===== src/rtl/ysyx_22050019_ifu.sv =====
// ysyx_22050019_ifu -- instruction fetch unit
//
// Fetches one 32-bit instruction at a time from an icache and hands it to
// decode. At most one request is outstanding. A redirect (branch/jump/trap)
// replaces the sequential PC; a fetch already in flight when a redirect
// arrives is completed and its data thrown away.
//
// Ports
//   clk, rst                  clock (rising edge), asynchronous active-low reset
//   redirect_valid_i/_pc_i    redirect strobe and target PC
//   ar_valid_o/ar_ready_i     fetch request handshake, ar_addr_o = full PC
//   r_valid_i/r_ready_o       return handshake, r_resp_i (0 = OKAY),
//                             r_data_i = aligned doubleword holding the PC
//   inst_valid_o/inst_ready_i handshake to decode carrying inst_o, pc_o,
//                             inst_err_o
//   fetch_cnt_o               number of instructions accepted by decode
module ysyx_22050019_ifu #(
  parameter int                    ADDR_WIDTH = 64,
  parameter int                    DATA_WIDTH = 64,
  parameter logic [ADDR_WIDTH-1:0] RESET_PC   = 64'h0000_0000_8000_0000
) (
  input  logic                  clk,
  input  logic                  rst,
  input  logic                  redirect_valid_i,
  input  logic [ADDR_WIDTH-1:0] redirect_pc_i,
  output logic                  ar_valid_o,
  input  logic                  ar_ready_i,
  output logic [ADDR_WIDTH-1:0] ar_addr_o,
  input  logic                  r_valid_i,
  output logic                  r_ready_o,
  input  logic [1:0]            r_resp_i,
  input  logic [DATA_WIDTH-1:0] r_data_i,
  output logic                  inst_valid_o,
  input  logic                  inst_ready_i,
  output logic [31:0]           inst_o,
  output logic [ADDR_WIDTH-1:0] pc_o,
  output logic                  inst_err_o,
  output logic [63:0]           fetch_cnt_o
);

  typedef enum logic [1:0] {
    S_IDLE = 2'd0,
    S_AR   = 2'd1,
    S_R    = 2'd2,
    S_OUT  = 2'd3
  } state_t;

  state_t                state_q, state_d;
  logic [ADDR_WIDTH-1:0] pc_q, pc_d;           // address of the current fetch
  logic [ADDR_WIDTH-1:0] redir_pc_q, redir_pc_d; // pending redirect target
  logic                  flush_q, flush_d;     // in-flight fetch must be dropped
  logic [31:0]           inst_q, inst_d;
  logic [ADDR_WIDTH-1:0] pc_out_q, pc_out_d;
  logic                  err_q, err_d;
  logic [63:0]           cnt_q, cnt_d;

  // Handshake flags come straight from the state register.
  assign ar_valid_o   = (state_q == S_AR);
  assign r_ready_o    = (state_q == S_R);
  assign inst_valid_o = (state_q == S_OUT);
  assign ar_addr_o    = pc_q;
  assign inst_o       = inst_q;
  assign pc_o         = pc_out_q;
  assign inst_err_o   = err_q;
  assign fetch_cnt_o  = cnt_q;

  always_comb begin
    state_d    = state_q;
    pc_d       = pc_q;
    redir_pc_d = redir_pc_q;
    flush_d    = flush_q;
    inst_d     = inst_q;
    pc_out_d   = pc_out_q;
    err_d      = err_q;
    cnt_d      = cnt_q;

    case (state_q)
      // Redirects are ignored here: the first fetch always uses RESET_PC.
      S_IDLE: state_d = S_AR;

      // The request address must not move while waiting for the icache, so a
      // redirect is only remembered and the current fetch is marked stale.
      S_AR: begin
        if (redirect_valid_i) begin
          redir_pc_d = redirect_pc_i;
          flush_d    = 1'b1;
        end
        if (ar_ready_i) begin
          state_d = S_R;
        end
      end

      S_R: begin
        if (redirect_valid_i) begin
          redir_pc_d = redirect_pc_i;
          flush_d    = 1'b1;
        end
        if (r_valid_i) begin
          if (flush_q || redirect_valid_i) begin
            // Stale data: drop it and restart at the newest redirect target.
            pc_d    = redirect_valid_i ? redirect_pc_i : redir_pc_q;
            flush_d = 1'b0;
            state_d = S_AR;
          end else begin
            // PC bit 2 selects which half of the doubleword holds the word.
            inst_d   = pc_q[2] ? r_data_i[32 +: 32] : r_data_i[0 +: 32];
            pc_out_d = pc_q;
            err_d    = |r_resp_i;
            state_d  = S_OUT;
          end
        end
      end

      S_OUT: begin
        // A handshake in the same cycle as a redirect still counts as a
        // delivery, but the redirect target decides the next PC.
        if (inst_ready_i) begin
          cnt_d = cnt_q + 64'd1;
        end
        if (redirect_valid_i) begin
          pc_d    = redirect_pc_i;
          state_d = S_AR;
        end else if (inst_ready_i) begin
          pc_d    = pc_q + ADDR_WIDTH'(4);
          state_d = S_AR;
        end
      end

      default: state_d = S_IDLE;
    endcase
  end

  always_ff @(posedge clk or negedge rst) begin
    if (!rst) begin
      state_q    <= S_IDLE;
      pc_q       <= RESET_PC;
      redir_pc_q <= '0;
      flush_q    <= 1'b0;
      inst_q     <= '0;
      pc_out_q   <= '0;
      err_q      <= 1'b0;
      cnt_q      <= '0;
    end else begin
      state_q    <= state_d;
      pc_q       <= pc_d;
      redir_pc_q <= redir_pc_d;
      flush_q    <= flush_d;
      inst_q     <= inst_d;
      pc_out_q   <= pc_out_d;
      err_q      <= err_d;
      cnt_q      <= cnt_d;
    end
  end

endmodule


===== config.mk =====
export PLATFORM = sky130hd
export DESIGN_NAME = ysyx_22050019_ifu
export DESIGN_NICKNAME = d
export VERILOG_FILES = /design/src/rtl/ysyx_22050019_ifu.sv
export SDC_FILE = /design/constraint.sdc
export NUM_CORES = 1
export LEC_CHECK = 0
export ABC_AREA = 1
export BUFFER_PORTS_ARGS = -buffer_cell sky130_fd_sc_hd__buf_4
export CAP_MARGIN = 20
export CORE_MARGIN = 2
export CORE_UTILIZATION = 59
export DETAILED_ROUTE_END_ITERATION = 10
export PLACE_DENSITY = 0.87
export SYNTH_ARGS = -nofsm -noshare
export SYNTH_HDL_FRONTEND = slang
export SYNTH_SLANG_ARGS = --single-unit

===== constraint.sdc =====
create_clock -name clk -period 3.88 [get_ports clk]
set_input_delay 1.164 -clock clk [delete_from_list [all_inputs] [get_ports clk]]
set_output_delay 1.164 -clock clk [all_outputs]
set_load 0.01 [all_outputs]

* Word-level counts from Yosys, hierarchy flattened *
Cells that the tools add are included.

cells by class
  add/sub/neg operators = 2
  equality and inequality tests = 7
  multiplexer cells = 17
  bitwise gates (word level) = 1
  reductions and logical operators = 10

operator list
  operator                                               count
  2-to-1 mux 64 bit                                      5
  case mux 64 bit (2 select lines)                       1
  adder 64 x 1 -> 64 bit, second input constant          1
  adder 64 x 3 -> 64 bit, second input constant          1
  2-to-1 mux 32 bit                                      1
  2-to-1 mux 2 bit                                       5
  case mux 2 bit (4 select lines)                        1
  AND reduction 3 bit                                    2
  equality test 2 bit, second input constant             2
  inequality test 2 x 1 -> 1 bit, second input constant  2
  AND reduction 4 bit                                    1
  nonzero test 2 bit                                     2
  OR reduction 2 bit                                     2
  2-to-1 mux 1 bit                                       3
  inequality test 3 x 2 -> 1 bit, second input constant  1
  equality test 2 x 1 -> 1 bit, second input constant    1
  zero test 2 bit                                        1
  inequality test 2 bit, second input constant           1
  case mux 1 bit (2 select lines)                        1
  AND reduction 2 bit                                    1
  logical OR 1 bit                                       1
  NOT 1 bit                                              1

word-level totals
  register bits = 292
  input bits = 136
  output and inout port bits = 228
  word-level logic and storage cells = 45

* Depth between registers and ports, before layout *
Gate-level depths: netlist of the first run.

  depth after elaboration = 4
  depth in mapped cells = 11
  mapped depth without buffers = 11

* Worst setup path after synthesis of the first run *
OpenSTA, ideal clock, no wires.

  path kind = input to register
  start point = input port inst_ready_i
  end point = register cnt_q[60], in the netlist fetch_cnt_o[60]
  setup time = 0.117 ns
  arrival time = 2.292 ns
  required time = 3.763 ns
  path slack = 1.471 ns
  cell stages on the path = 10
  buffers on the path = 0
  cell sequence = nand2_2 nor2_2 nand2_2 nor2_4 and3_1 nand3_2 nor2_4 nand2_1 nand2_1 nand2_1

on the way
  cells in the longest elaborated chain, start to end = 1

ends and longest elaborated chain
  element                               line  RTL
  from (decl)                           34    input logic inst_ready_i,
  AND reduction 2 bit (no source line)  -
  to (signal assigned)                  151   cnt_q <= cnt_d;
  to (decl)                             55    logic [63:0] cnt_q, cnt_d;

Every way passes these cells.
A chain may end at the register's enable or synchronous reset.

* Final worst setup path of the first run *
  start point = register pc_q[2], in the netlist ar_addr_o[2]
  end point = register pc_q[54], in the netlist ar_addr_o[54]

on the way
  cells in the longest elaborated chain, start to end = 4

ends and longest elaborated chain
  element                           line  RTL
  from (decl)                       49    logic [ADDR_WIDTH-1:0] pc_q, pc_d;
  from (signal assigned)            145   pc_q <= pc_d;
  adder 64 x 3 -> 64 bit            124   pc_d = pc_q + ADDR_WIDTH'(4);
  2-to-1 mux 64 bit                 123   end else if (inst_ready_i) begin
  2-to-1 mux 64 bit                 120   if (redirect_valid_i) begin
  case mux 64 bit (2 select lines)  77    case (state_q)

Every way passes these cells. The select of a mux whose other input is x is not followed.

==> results of run 1 <==
[layout by cell type, fill, tap and decap left out, drive strengths merged, types with 4 or more instances in the layout]
cell,instances
a21oi,36
a221oi,29
a22oi,35
a31oi,45
buf,380
clkbuf,43
clkinv,8
clkinvlp,4
dfrtp,291
ha,6
inv,154
nand2,721
nand3,88
nand4,35
nor2,271
nor3,25
o211ai,11
o21ai,97
xnor2,19
xor2,45
[metrics by stage]
step                      total power (µW)  setup slack [ns]
final                                13600              1.04
after global routing                 14400             0.874
after CTS                            13500              1.13
after detailed placement             10500             0.738
after global placement               10300             0.788
after floorplan                       7820              1.47
[path summary, 6_finish.rpt]
check | end | cells past startpoint | start
setup / recovery | ar_addr_o[54] | 12 | ar_addr_o[2]
hold / removal | redir_pc_q[25] | 2 | redir_pc_q[25]
setup reg to reg | ar_addr_o[54] | 12 | ar_addr_o[2]
hold reg to reg | redir_pc_q[25] | 2 | redir_pc_q[25]
max in group asynchronous | pc_o[6] | 2 | rst
min in group asynchronous | inst_o[18] | 1 | rst
[Yosys cell counts (all sizes together)]
| cell type | number | share of area [%] |
|---|---|---|
| clkinv | 1 | 0.025 |
| o211ai | 11 | 0.55 |
| nor3b | 2 | 0.099 |
| dfstp | 1 | 0.17 |
| nor4 | 2 | 0.12 |
| a22oi | 35 | 1.7 |
| nand3b | 3 | 0.15 |
| inv | 153 | 3.8 |
| nand4 | 35 | 1.5 |
| nor3 | 25 | 0.86 |
| and2 | 1 | 0.041 |
| dfrtp | 291 | 48 |
| xnor2 | 19 | 1.1 |
| a41oi | 1 | 0.058 |
| and3 | 2 | 0.083 |
| a21boi | 3 | 0.15 |
| a221oi | 29 | 1.7 |
| nand3 | 88 | 3.0 |
| a21oi | 36 | 1.2 |
| ha | 6 | 0.50 |
| clkbuf | 60 | 1.5 |
| o221ai | 1 | 0.058 |
| o32ai | 1 | 0.058 |
| buf | 15 | 0.43 |
| o22ai | 2 | 0.083 |
| a31oi | 45 | 1.9 |
| o21ai | 97 | 3.2 |
| nor2 | 271 | 7.1 |
| o31ai | 3 | 0.15 |
| xor2 | 45 | 2.6 |
| nand2 | 721 | 18 |
[registers in the layout, summed over array words and instances, names as in the netlist]
name,flops
ar_addr_o,64
fetch_cnt_o,64
flush_q,1
inst_err_o,1
inst_o,32
pc_o,64
redir_pc_q,64
state_q,2
[cells by family after synthesis]
kind of cell	synth area share [%]
simple gates	30.8
buf+inv	5.75
compound gates	10.8
xor+xnor	3.71
flops	48.4
fa+ha+maj	0.497
[power by group through the flow]
| stage | registers (µW) | clock network [µW] | logic (µW) |
|---|---|---|---|
| after floorplan | 5320 | 0 | 2500 |
| after global placement | 5280 | 0 | 5030 |
| after detailed placement | 5320 | 0 | 5180 |
| after CTS | 5290 | 3000 | 5230 |
| after global routing | 5450 | 3130 | 5810 |
| final | 5350 | 2980 | 5290 |
[worst min-delay path: cells and delay by family (launching register included)]
kind,cells,cell delay [ns]
DFF,1,0.34
and+or+nand+nor,2,0.10
[layer usage]
| layer | up-vias | wire [µm] | track usage, % |
|---|---|---|---|
| met5 | - | 0 | 0 |
| met4 | 0 | 2100 | 13.0 |
| met3 | 156 | 5520 | 7.90 |
| met2 | 973 | 23700 | 61.1 |
| met1 | 7337 | 20500 | 52.6 |
| li1 | 7174 | - | - |
[layout make-up]
cell class | count | area (µm²) | area share, %
sequential | 292 | 7310 | 38.1
multi-input combinational | 1484 | 6940 | 36.2
timing repair buffer | 380 | 2920 | 15.2
clock buffer | 43 | 891 | 4.64
inverter | 154 | 578 | 3.01
tap | 330 | 413 | 2.15
clock inverter | 14 | 141 | 0.737
==> impl_results.md, run 1 <==
- Fmax: about 350 MHz
- Power Density: 710 nW/µm²
- Area of the mapped netlist: around 15,000 µm²
- Die H: ~160 µm
- Fillers: between 1,500 and 2,000
- Die Wd: approximately 160 µm
- Initial antenna violation count: 0
- TritonCTS clock tree: yes
- Routed vias: 15,600
- DR vias/cell: 5.80
- FF+latch count, synth: between 200 and 300
- DR WL/cell: 19.2 µm
- Reg power frac: 39.3%
- Critical path cell sequence: buf_4, ha_1, nand2_1, nor2_2, nand2_1, nor2_2, nand2_1, nor2_1, nand2_1, nand2_1, nand3_1, a21oi_1
- DR DRC count: 0
- # diodes: 0
- GP Congestion: ~0.94
- Final hold vios: 0
- Bufs and invs on worst path: 1
- Post-layout utilization of the core: between 70% and 80%
- Syn nets: about 2,100
- Share of cells above drive strength 1: 19.4%
- Clk buf depth: 3
- Tot GR Track Use: between 30% and 40%
- Critical Path End Type: flop
- Hold_buf cts: 0
- CP dominant cell by count: nand2_1
- Max-Cap Viols: 0
- Clock sinks: 292
- # H-tree levels: 1
- Count of different cell masters after synthesis: 40
- Setup Skew: around 0.016 ns
- Worst slew margin: a little under half
- Site Rows: a little under 60
- Post-route cell area: roughly 19,000 µm²
- Leakage: between 0.009 and 0.01 µW
- Critical path's largest stage delay: roughly 0.40 ns
- Largest net degree at the start of global routing: 108
- Switching part of the total power: 41.2%
- Clock Power Share: ~22%
- # IOs: roughly 360
- Cell Area, Placed: 18,200 µm²
- Startpoint Class: flop
- GR Overflow Total: 0
- Register area share after synthesis: about half
- Tcrit/Tclk final: between 70 and 80%
- Reg2Reg Setup Slack: around 1.0 ns
- Min cycle time layout: around 2.8 ns
- Worst-skew pair later-pin latency: around 0.57 ns
- Clk pin slew, worst setup/hold paths: ~0.060 ns
- Top delay family on crit path: simple AND/OR/NAND/NOR gates
- WP data arrival: between 3 and 4 ns
- Int Pwr: about 8000 µW
- Port Buffers: around 360
- Initial Util: 59.9%
- Crit path kind: flop to flop
- Yosys warnings: 0
- Status: completed
- Final Max Tran Viols: 0
- Min Hold Slack: roughly 0.47 ns
- Combinational share of power: about two fifths
- DP Cell Count: approximately 2,600
- NetSw: between 5000 and 6000 µW
- Worst Path Max Fanout: 36
- Area grow syn2layout: 27.2%
- IR drop worst, VDD: about 0.62 mV
- CTS resizes: 0
- Detailed Routing Iterations Pass 1: 6
- Number of global-route vias before repair: 15,000
- Worst slew pin tran: 0.781 ns
- DR iter-0 viols: slightly below 2,000
- Routed Wire Length: ~52 mm
- Slowest stage cell, crit path: nor2_2
- Die Area: 26,900 µm²
- Syn Inst Count: about 2,000
- Worst Path Required: about 4.4 ns
- Final setup viols: 0
- Core ar.: 25,200 µm²
- Post-DRT Antenna Nets: 0
- Root buf cell: clkbuf_16
- Setup repair bufs after CTS: 0
- Hold Crit Class: flop to flop
- Setup TNS: 0 ns
- Nets: around 2,500
- First-pass GRT wire length: roughly 80 mm
- Syn Area/Cell: 7.53 µm²
- Non-Filler Instances: between 2,000 and 3,000
- CTS buffer count: 31
- HPWL Detailed: 38.1 mm
- RSZ-0062 raised after global routing: false
Power figures use the tool's default switching activity.
==> run 2, diff against run 1 <==
Settings changed: ABC_AREA 1 to 0, CORE_UTILIZATION 59 to 54, PLACE_DENSITY 0.87 to 0.81.
Clock period 3.88 ns to 2.8 ns, I/O delays scaled along.
==> run 2 against run 1 <==
  * Combinational power is 33% higher
  * Highest routed layer unchanged
  * Non-clock buffer count is 46 higher
  * Critical path depth fell by 9
  * Sequential power rose by 29%
  * Wire length fell by 16%
  * Register-to-register slack lost 0.75 ns
  * Via count shrank 17%
  * Clock power rose by 51%
  * Setup slack worse by 0.84 ns
  * Synthesized cell count decreased by 29%
  * Cell count down 20%
==> impl_results.md, run 2 <==
- Post-DRT Antenna Nets: 0
- Max-Cap Viols: 0
- Routed vias: around 13,000
- Slowest stage cell, crit path: dfrtp_1
- FF+latch count, synth: about 290
- HPWL Detailed: 31.3 mm
- Setup crit start: state_q[0]
- Status: completed
- Synth top cells by count: 291 x dfrtp_1, 129 x mux2_2, 126 x a21oi_1
- Setup repair bufs after CTS: 0
- Count of different cell masters after synthesis: slightly below 70
- R2R Path End: ar_addr_o[59]
- Clk buf depth: 3
- Worst Path Max Fanout: 24
- Leakage: between 0.009 and 0.01 µW
- Mux cell area share after synthesis: between 10% and 20%
- Final hold vios: 0
- Root buf cell: clkbuf_16
- DR WL/cell: just over 20 µm
- First-pass GRT wire length: approximately 70 mm
- Min cycle time layout: around 2.6 ns
- Largest net degree at the start of global routing: 78
- Post-route cell area: 19,200 µm²
- Detailed Routing Iterations Pass 1: 6
- Tcrit/Tclk final: between 90% and 100%
- Critical path's largest stage delay: approximately 0.45 ns
- Total power: between 15,000 and 20,000 µW
- Crit path kind: flop to primary output
- Syn Inst Count: around 1,400
- Die Wd: 168 µm
- Clock sinks: just under 300
- Reg2Reg Setup Slack: 0.29 ns
- GR Overflow Total: 0
- Site Rows: 60
- Simple-Gate Fraction of Synth Area: between 10% and 20%
- Hold Crit Class: input pin to async pin
- Die Area: between 20,000 and 30,000 µm²
- Synth Area in Compound Gates: between 10 and 15%
- Setup Skew: 0.0260 ns
- DP Cell Count: approximately 2,100
- Final setup viols: 0
- Area of the mapped netlist: about 15,000 µm²
- CP dominant cell by count: buf_4
- Fillers: 1,935
- Routed Wire Length: 43.6 mm
- Number of flops mapped to enable cells by yosys: 0
- # IOs: between 300 and 400
- Number of global-route vias before repair: 13,000
- Clk pin slew, worst setup/hold paths: ~0.060 ns
- Critical Path End Type: primary output
- Die H: 168 µm
- Largest family of logic cells by synthesized area: simple AND/OR/NAND/NOR gates
- CTS resizes: 0
- Power Density: approximately 960 nW/µm²
- Cell taking the most area after synthesis: dfrtp_1
- Port Buffers: roughly 360
- TritonCTS clock tree: yes
- DR DRC count: 0
- RSZ-0062 raised after global routing: false
- Area grow syn2layout: 31.5%
- Hold_buf cts: 0
- R2R Path Start: ar_addr_o[31]
- Post-synth top area share: 50.0%
- Final Max Tran Viols: 0
- Most common cell after layout, fill and taps aside: buf_4
- DR iter-0 viols: about 1,300
- Core ar.: roughly 27,000 µm²
- Worst slew pin tran: around 0.73 ns
- # H-tree levels: 2
- Fmax: approximately 380 MHz
- Top post-synthesis cells by area: dfrtp_1 50%, mux2_2 10%, a21oi_1 4.3%
- Critical path cell sequence: ha_4, buf_4, buf_4
- Initial Util: between 50% and 60%
- Nets: between 1,500 and 2,000
- Cell Area, Placed: ~18,000 µm²
- Syn Area/Cell: 10.3 µm²
- Worst-skew pair later-pin latency: around 0.52 ns
- Syn nets: around 1,600
- Top_reg_cell synth: dfrtp_1
- Adder-Cell Fraction of Synth Area: less than 1%
- Ys async rst share: 100%
- Worst slew margin: between 50 and 60%
- Setup TNS: 0 ns
- Startpoint Class: flop
- Cell depth of the worst flop-to-flop path: 6
- DR vias/cell: 6.04
- WP data arrival: between 1.5 and 2 ns
- Non-Filler Instances: about 2,200
- Initial antenna violation count: 1
- IR drop worst, VDD: slightly above 0.6 mV
- XOR/XNOR share of the synthesized area: about 3.8%
- Count leader, synth: dfrtp_1
- Most frequent cells in the layout: 417 x buf_4, 290 x dfrtp_1, 129 x mux2_2, 125 x a21oi_1, 90 x nand2_1
- Register area share after synthesis: between 50% and 60%
- Share of cells above drive strength 1: 34.9%
- CTS buffer count: 34
- Yosys warnings: 0
- Worst Path Required: a little under 2 ns
- GP Congestion: roughly 1
- Tot GR Track Use: between 30 and 40%
==> run 2: cell count changes in the layout (fill, tap and decap cells not counted), sizes merged, moves of 31 or more <==
cell	delta
a21oi	+90
a22oi	-34
a31oi	-40
and3	+41
buf	+46
inv	-114
mux2	+129
mux2i	+38
nand2	-630
nand3	-31
nor2	-185
o21ai	-36
==> run 2: worst max path at each step <==
stage	end	slack, ns
finish	inst_valid_o	0.20
global route	ar_addr_o[59]	0.06
CTS	inst_valid_o	0.03
detailed placement	fetch_cnt_o[38]	0.26
global placement	fetch_cnt_o[46]	0.41
floorplan	pc_o[32]	0.31
==> run 2: metrics by stage <==
stage	setup slack, ns	hold WS [ns]	util, %
after detailed placement	0.256	0.474	67.4
after global routing	0.0570	0.249	71.7
after global placement	0.413	0.468	67.4
final	0.196	0.234	71.7
after CTS	0.0291	0.240	71.6
after floorplan	0.308	0.472	-
==> run 2: cell families after synthesis <==
group                    after synthesis
AO/OA/AOI/OAI                        272
adder cells (fa/ha/maj)                6
XOR/XNOR                              63
multiplexers                         167
buffers and inverters                124
AND/OR/NAND/NOR                      495
flip-flops                           292
==> run 2: metal layers <==
layer	track usage, %	share of wire [%]	vias up
met5	0	0	-
met4	12.7	4.1	0
met3	6.65	8.9	110
met2	48.7	48	654
met1	40.5	39	6357
li1	-	-	5929
==> run 2: final cells by class <==
type,instances,area [µm²],share of cell area [%]
Sequential cell,292,7310,38.2
Multi-Input combinational cell,1003,6830,35.7
Timing Repair Buffer,426,3310,17.3
Clock buffer,50,991,5.17
Tap cell,341,427,2.23
Clock inverter,10,149,0.777
Inverter,38,143,0.744
Antenna cell,1,2.50,0.0131
==> run 2: where the power goes <==
group | internal, µW | switching [µW]
logic | 3440 | 3580
clock network | 2740 | 1760
registers | 5630 | 1280
total | 11800 | 6620
==> run 2: critical path: cells and delay by family (launching register included) <==
family	cells	cell delay (ns)
buf+inv	2	0.49
flops	1	0.45
fa+ha+maj	1	0.32
